===== config.mk =====
export PLATFORM = sky130hd
export DESIGN_NAME = riscv_wb_regfile
export DESIGN_NICKNAME = d
export VERILOG_FILES = /design/src/rtl/riscv_wb_regfile_pkg.sv /design/src/rtl/riscv_load_extend.sv /design/src/rtl/riscv_wb_regfile.sv
export SDC_FILE = /design/constraint.sdc
export NUM_CORES = 2
export LEC_CHECK = 0
export ABC_CLOCK_PERIOD_IN_PS = 3260
export BUFFER_PORTS_ARGS = -buffer_cell sky130_fd_sc_hd__buf_4
export CAP_MARGIN = 20
export CORE_MARGIN = 8
export CORE_UTILIZATION = 35
export CTS_BUF_LIST = sky130_fd_sc_hd__clkbuf_8
export DETAILED_ROUTE_END_ITERATION = 10
export GPL_ROUTABILITY_DRIVEN = 0
export PLACE_DENSITY = 0.5
export REMOVE_ABC_BUFFERS = 1
export SLEW_MARGIN = 10
export SYNTH_ARGS = -nofsm -noshare
export SYNTH_HDL_FRONTEND = slang
export SYNTH_HIERARCHICAL = 1
export SYNTH_SLANG_ARGS = --single-unit

===== constraint.sdc =====
create_clock -name i_clk -period 3.26 [get_ports i_clk]
set_clock_uncertainty 0.2 [all_clocks]
set_input_delay 0.163 -clock i_clk [delete_from_list [all_inputs] [get_ports i_clk]]
set_output_delay 0.163 -clock i_clk [all_outputs]
set_load 0.005 [all_outputs]

===== src/rtl/riscv_wb_regfile_pkg.sv =====
// Shared widths and encodings for the writeback stage and integer register file.
// Load funct3 codes follow the RV32I base ISA.
package riscv_wb_regfile_pkg;
  localparam int XLEN = 32;

  localparam logic [2:0] F3_LB  = 3'b000;
  localparam logic [2:0] F3_LH  = 3'b001;
  localparam logic [2:0] F3_LW  = 3'b010;
  localparam logic [2:0] F3_LBU = 3'b100;
  localparam logic [2:0] F3_LHU = 3'b101;

  localparam logic RD_SRC_ALU = 1'b0;
  localparam logic RD_SRC_MEM = 1'b1;
endpackage


===== src/rtl/riscv_load_extend.sv =====
// Lane-aligns a raw memory word by byte offset and sign/zero-extends per load funct3.
// Purely combinational so a MEM-stage forwarding path can reuse it.
module riscv_load_extend
  import riscv_wb_regfile_pkg::*;
#(
  parameter int W = XLEN
) (
  input  logic [2:0]   funct3_i,
  input  logic [1:0]   off_i,
  input  logic [W-1:0] word_i,
  output logic [W-1:0] data_o
);
  logic [7:0]  byte_lane;
  logic [15:0] half_lane;

  always_comb begin
    byte_lane = word_i[7:0];
    case (off_i)
      2'd0: byte_lane = word_i[7:0];
      2'd1: byte_lane = word_i[15:8];
      2'd2: byte_lane = word_i[23:16];
      2'd3: byte_lane = word_i[31:24];
      default: byte_lane = word_i[7:0];
    endcase
  end

  // off[0] is deliberately ignored: misalignment is trapped upstream, not here.
  assign half_lane = off_i[1] ? word_i[31:16] : word_i[15:0];

  always_comb begin
    data_o = word_i;
    case (funct3_i)
      F3_LB:   data_o = {{(W-8){byte_lane[7]}}, byte_lane};
      F3_LBU:  data_o = {{(W-8){1'b0}}, byte_lane};
      F3_LH:   data_o = {{(W-16){half_lane[15]}}, half_lane};
      F3_LHU:  data_o = {{(W-16){1'b0}}, half_lane};
      F3_LW:   data_o = word_i;
      default: data_o = word_i;
    endcase
  end
endmodule


===== src/rtl/riscv_wb_regfile.sv =====
// Writeback stage plus architectural x0..x31 register file with write-first
// WB-to-ID bypass on both read ports and a wrapping commit counter.
module riscv_wb_regfile
  import riscv_wb_regfile_pkg::*;
#(
  parameter int XLEN_P = XLEN,
  parameter int CNT_W  = 32
) (
  input  logic              i_clk,
  input  logic              i_rst,
  input  logic              i_wb_ctrl_reg_write,
  input  logic              i_wb_ctrl_rd_src,
  input  logic [2:0]        i_wb_load_funct3,
  input  logic [4:0]        i_wb_rd_addr,
  input  logic [XLEN_P-1:0] i_wb_rd_result,
  input  logic [XLEN_P-1:0] i_wb_read_data,
  input  logic [4:0]        i_id_rs1_addr,
  input  logic [4:0]        i_id_rs2_addr,
  output logic [XLEN_P-1:0] o_id_rs1_data,
  output logic [XLEN_P-1:0] o_id_rs2_data,
  output logic [XLEN_P-1:0] o_wb_rd_data,
  output logic [CNT_W-1:0]  o_wb_commit_cnt
);
  // x0 is hardwired, so storage starts at index 1.
  logic [XLEN_P-1:0] regs_q [1:31];
  logic [CNT_W-1:0]  cnt_q, cnt_d;
  logic [XLEN_P-1:0] load_data;
  logic              commit;

  riscv_load_extend #(.W(XLEN_P)) u_load_extend (
    .funct3_i (i_wb_load_funct3),
    .off_i    (i_wb_rd_result[1:0]),
    .word_i   (i_wb_read_data),
    .data_o   (load_data)
  );

  assign o_wb_rd_data = (i_wb_ctrl_rd_src == RD_SRC_MEM) ? load_data : i_wb_rd_result;
  assign commit       = i_wb_ctrl_reg_write && (i_wb_rd_addr != 5'd0);
  assign cnt_d        = cnt_q + {{(CNT_W-1){1'b0}}, 1'b1};

  always_ff @(posedge i_clk) begin
    if (i_rst) begin
      for (int i = 1; i < 32; i++) regs_q[i] <= '0;
      cnt_q <= '0;
    end else if (commit) begin
      regs_q[i_wb_rd_addr] <= o_wb_rd_data;
      cnt_q                <= cnt_d;
    end
  end

  function automatic logic [XLEN_P-1:0] read_port(input logic [4:0] rs);
    if (rs == 5'd0)                        return '0;
    else if (commit && rs == i_wb_rd_addr) return o_wb_rd_data;
    else                                   return regs_q[rs];
  endfunction

  assign o_id_rs1_data   = read_port(i_id_rs1_addr);
  assign o_id_rs2_data   = read_port(i_id_rs2_addr);
  assign o_wb_commit_cnt = cnt_q;
endmodule


# Word level (Yosys, flattened, before mapping)
# Memory sizes are Yosys's and may differ from the RTL's.
# Cells that the tools add are included.
dict set report totals {
  regBits 32
  ramBits 992
  out_inout_bits 128
  word_cells 36
  mem_count 1
}
# memory words word_bits read_ports rd_clocked_by_memory_dff write_ports line
set memory_table {}
lappend memory_table {regs_q 31 32 2 0 31 riscv_wb_regfile.sv:25} ;# logic [XLEN_P-1:0] regs_q [1:31];
dict set report op_classes {
  addsub 1
  n_eq_ne 8
  n_mux 16
  reduce_logical 9
}
# op count
set op_table {}
lappend op_table {{32-bit 2-to-1 mux} 6}
lappend op_table {{32-bit one-hot mux with 4 select lines} 1}
lappend op_table {{32-bit by 1-bit adder with 32-bit output (second input constant)} 1}
lappend op_table {{8-bit one-hot mux with 4 select lines} 1}
lappend op_table {{32-bit OR reduction} 1}
lappend op_table {{16-bit 2-to-1 mux} 1}
lappend op_table {{5-bit == test} 2}
lappend op_table {{5-bit logical NOT} 2}
lappend op_table {{3-bit == test (second input constant)} 2}
lappend op_table {{1-bit 2-to-1 mux} 6}
lappend op_table {{5-bit 2-to-1 mux} 1}
lappend op_table {{5-bit nonzero test} 1}
lappend op_table {{2-bit == test (second input constant)} 2}
lappend op_table {{3-bit by 1-bit == test with 1-bit output (second input constant)} 1}
lappend op_table {{1-bit logical AND} 3}
lappend op_table {{3-bit logical NOT} 1}
lappend op_table {{2-bit by 1-bit == test with 1-bit output (second input constant)} 1}
lappend op_table {{2-bit logical NOT} 1}

# Depth between registers and ports, before layout
dict set report depth {
  word_depth 7
  ltp_mapped 11
  ltp_nobuf 8
}

# Cells and area by module
# The synthesis kept the hierarchy.
# module n_inst cells_each area_each_um2 seq_area_each_um2
set by_module_without_submodules {}
lappend by_module_without_submodules {riscv_wb_regfile 1 4015 55238.0 31390.1}
lappend by_module_without_submodules {riscv_load_extend 1 111 668.1 0.0}

# Least setup slack after synthesis
# OpenSTA, ideal clock, no wires.
dict set report synth_timing {
  path_type {input to register}
  start {in i_wb_rd_addr[0]}
  end {mem regs_q[16][0] (netlist bit) (enable)}
  t_arrival_ps 1978
  t_required_ps 2666
  path_slack_ps 688
  cell_stages 4
  path_buffers 0
  cell_sequence {or2_2 nor3_1 nand2_1 nand2b_1}
}
# element line
set synth_lines {}
lappend synth_lines {{start: declaration} riscv_wb_regfile.sv:14} ;# input logic [4:0] i_wb_rd_addr,
lappend synth_lines {{end: declaration} riscv_wb_regfile.sv:25}

==> impl_table.tex <==
\begin{tabular}{lr}
\hline
Metric & Value \\
\hline
\multicolumn{2}{l}{\textbf{Timing}} \\
Setup total negative slack & -1.38 ns \\
Max Fclk & 296 MHz \\
Time the final worst path needs with I/O delays and setup & 3.38 ns \\
Endpoints failing setup & 31 \\
Fin Hold WS & 0.0176 ns \\
Worst slew margin relative to its limit & 39.5\% \\
Hold Violations, Final & 0 \\
Setup repair after global routing missed its margin & true \\
Worst Tran Pin Value & 0.901 ns \\
Part of the cycle the worst path needs & 104\% \\
Setup slack of the critical path after layout & -0.117 ns \\
Slew Viols, Final & 0 \\
\multicolumn{2}{l}{\textbf{GRT}} \\
Number of global-route vias before repair & 40,900 \\
Combined global-route utilization of all metal layers & 25.8\% \\
Remaining Overflow, GRT & 0 \\
Met1 Usage GRT & 33.3\% \\
Global-route track usage on met2 & 41.1\% \\
Global-route layer with the greatest usage & met2 \\
Fraction of met3 tracks used by global routing & 5.02\% \\
Global-route wire length before repair & 319,000 um \\
Maximum number of pins on one net before global-route repair & 63 \\
Initial antenna violation count & 3 \\
\multicolumn{2}{l}{\textbf{Run status}} \\
Outcome & finished with violations \\
Violated checks & negative setup slack \\
\multicolumn{2}{l}{\textbf{Worst setup path}} \\
Longest individual stage delay on the worst path & 0.58 ns \\
Top delay family on crit path & multiplexers \\
Crit path max fanout & 2 \\
Cells along the critical path & mux4\_2 -> mux4\_2 -> o2111ai\_4 -> o21ai\_1 -> buf\_4 \\
Data required time at the worst endpoint & 2.90 ns \\
Type of element capturing the critical path & output port \\
Critical path startpoint category & flop \\
Slowest cell on the critical path & mux4\_2 \\
Critical path class & flop to output port \\
Depth of the critical timing path with buffers and inverters included & 5 \\
Arrival time at the worst endpoint & 3.01 ns \\
Worst-case register-to-register setup slack & 0.83 ns \\
R2r worst-path depth & 6 \\
Cell mode on critical path & mux4\_2 \\
Worst Path Buf+Inv & 1 \\
\multicolumn{2}{l}{\textbf{Finish}} \\
Area occupied by registers & 31,400 sq um \\
Count of nets after finishing & 4,669 \\
Final non-filler cell total & 6,805 \\
Most common cell after layout, fill and taps aside & nor2\_1 \\
Number of fillers in the final layout & 14,700 \\
Area of the multi-input gates & 23,800 sq um \\
Proportion of layout cells with a drive suffix above 1 & 31.9\% \\
Area added between synthesis and finish & 20.6\% \\
Commonest cells after routing, fill and taps aside & nor2\_1, edfxtp\_1, mux4\_2 \\
\multicolumn{2}{l}{\textbf{Logic synthesis}} \\
Most used flip-flop cell after synthesis & edfxtp\_1 \\
Count of warnings emitted by yosys & 6 \\
Area of the mapped netlist & 55,900 sq um \\
FFs w/ async S/R, synth & 0\% \\
Sequential fraction of the synthesis area & 56.1\% \\
EDFF count, synth & 1,024 \\
Number of synthesized register bits & 1,056 \\
Unique cell type count in the Yosys netlist & 69 \\
Gate count of the mapped netlist & 4,126 \\
Syn Area/Cell & 13.5 sq um \\
\multicolumn{2}{l}{\textbf{Power}} \\
Total Power Consumption & 33.5 mW \\
Total power divided by cell area & 497 nW/um\^{}2 \\
Worst-case vdd ir drop & 436 uV \\
Static leakage & 24.3 nW \\
\multicolumn{2}{l}{\textbf{Die}} \\
Placeable core region & 159,000 sq um \\
Die outline height & 416 um \\
Overall die area & 173,000 sq um \\
I/O pin cnt & 214 \\
Site Rows & 146 \\
Die W & 416 um \\
Starting Density & 35.3\% \\
\multicolumn{2}{l}{\textbf{Routing}} \\
Number of antenna-violating nets in the routed design & 0 \\
Number of violations reported at the end of detailed-routing iteration 0 & 4,996 \\
Via count normalized by instance count & 6.00 \\
Total detailed-routing wirelength & 230,000 um \\
DR WL/cell & 33.8 um \\
Number of optimization iterations in the first detailed-route pass & 8 \\
Total via count in the routed design & 40,800 \\
Detailed-route DRC error count & 0 \\
\multicolumn{2}{l}{\textbf{Hold path}} \\
Hold-critical path depth & 5 \\
Hold crit path type & input port to flop \\
\multicolumn{2}{l}{\textbf{Placed design}} \\
Pre-CTS setup slack & -0.0891 ns \\
Count of input and output buffers & 213 \\
Final HPWL DP & 144,000 um \\
Number of cells in the design after placement & 6,362 \\
\multicolumn{2}{l}{\textbf{Clocking}} \\
TritonCTS clock tree & yes \\
Clock input transition at the sequential cells of the worst setup and hold paths & 0.06 ns \\
Number of clock buffers inserted by TritonCTS & 189 \\
Max H-tree Level & 4 \\
Clock sinks & 1,056 \\
Library cell used as clock root buffer & clkbuf\_8 \\
Clk Latency, worst-skew pair & 0.92 ns \\
Maximum buffer depth of the clock tree & 3 \\
\multicolumn{2}{l}{\textbf{Flow run}} \\
Reported max-cap violation count & 0 \\
\hline
\end{tabular}
[through the flow]
stage                     util (%)  instance area [sq um]
after global routing          42.5                  67400
final                         42.5                  67400
after global placement        39.2                  62200
after CTS                     42.3                  67100
after detailed placement      39.2                  62200
after floorplan                  -                  53900
[report_power, final]
group	internal (mW)	total (mW)	switching, mW
combinational	2.47	5.85	3.39
clock	5.68	11.6	5.94
sequential	15.6	16.0	0.378
[final cells by class]
cell class	instances	share of cell area, %
multi-input cells	2642	35.3
inverters	41	0.232
clock buffers	191	3.90
clock inverters	146	1.07
well taps	2072	3.84
repair buffers	652	9.12
flip-flops and latches	1056	46.6
diodes	5	0.0186
[worst reg2reg max path: stages (launching register included)]
cell,delay [ns]
dfxtp_1,0.41
and4_1,0.28
and4_1,0.31
nand3_2,0.20
nor4_1,0.47
nand3_1,0.14
mux2_1,0.32
[state kept, by name, summed over array words and instances (netlist names)]
signal,cells
regs_q,1024
o_wb_commit_cnt,32
[synth_stat cells, types with 16 or more instances]
cell type	count	area, sq um
nor2_1	1071	4020
nand3_1	50	250
buf_6	22	248
nor2b_1	16	100
inv_1	39	146
a221o_1	17	170
o21ai_1	41	205
clkbuf_1	280	1050
nand2b_1	41	257
edfxtp_1	1024	30700
o2111ai_1	38	333
mux4_2	450	10100
a22oi_1	57	428
buf_1	22	82.6
a21o_1	18	135
xnor2_1	23	201
a21oi_1	55	275
nor3_1	20	100
dfxtp_1	32	641
a221oi_1	16	140
nand4_1	16	100
buf_2	64	320
o21ai_0	47	235
nand2_1	228	856
mux4_1	25	657
mux2i_1	237	2370
[what timing repair did]
item / CTS / global route
pin swaps: 43 / 32
endpoints found under the hold margin: 1493 / 1
setup buffers: 2 / 8
endpoints found under the setup margin: 52 / 56
hold buffers: 95 / 1
resized for setup: 140 / 55
[logic make-up after synthesis]
kind of cell             share of synthesized area, %
other                                         0.00671
AND/OR/NAND/NOR                                  10.8
AO/OA/AOI/OAI                                    4.59
multiplexers                                     23.8
flip-flops                                       56.1
XOR/XNOR                                        0.580
buffers and inverters                            4.00
adder cells (fa/ha/maj)                        0.0224
[metal layers]
layer	up-vias	share of wire [%]	wire length, um
met5	-	0	0
met4	0	6.4	14700
met3	511	8.4	19400
met2	2372	46	107000
met1	21400	39	89200
li1	16600	-	-
[path summary, 6_finish.rpt]
path / start / end
max: regs_q[6][31] / o_id_rs2_data[31]
min: i_wb_read_data[17] / regs_q[0][17]
max reg2reg: o_wb_commit_cnt[3] / o_wb_commit_cnt[31]
min reg2reg: o_wb_commit_cnt[10] / o_wb_commit_cnt[10]
No activity file was read; power rests on OpenSTA's default activity.
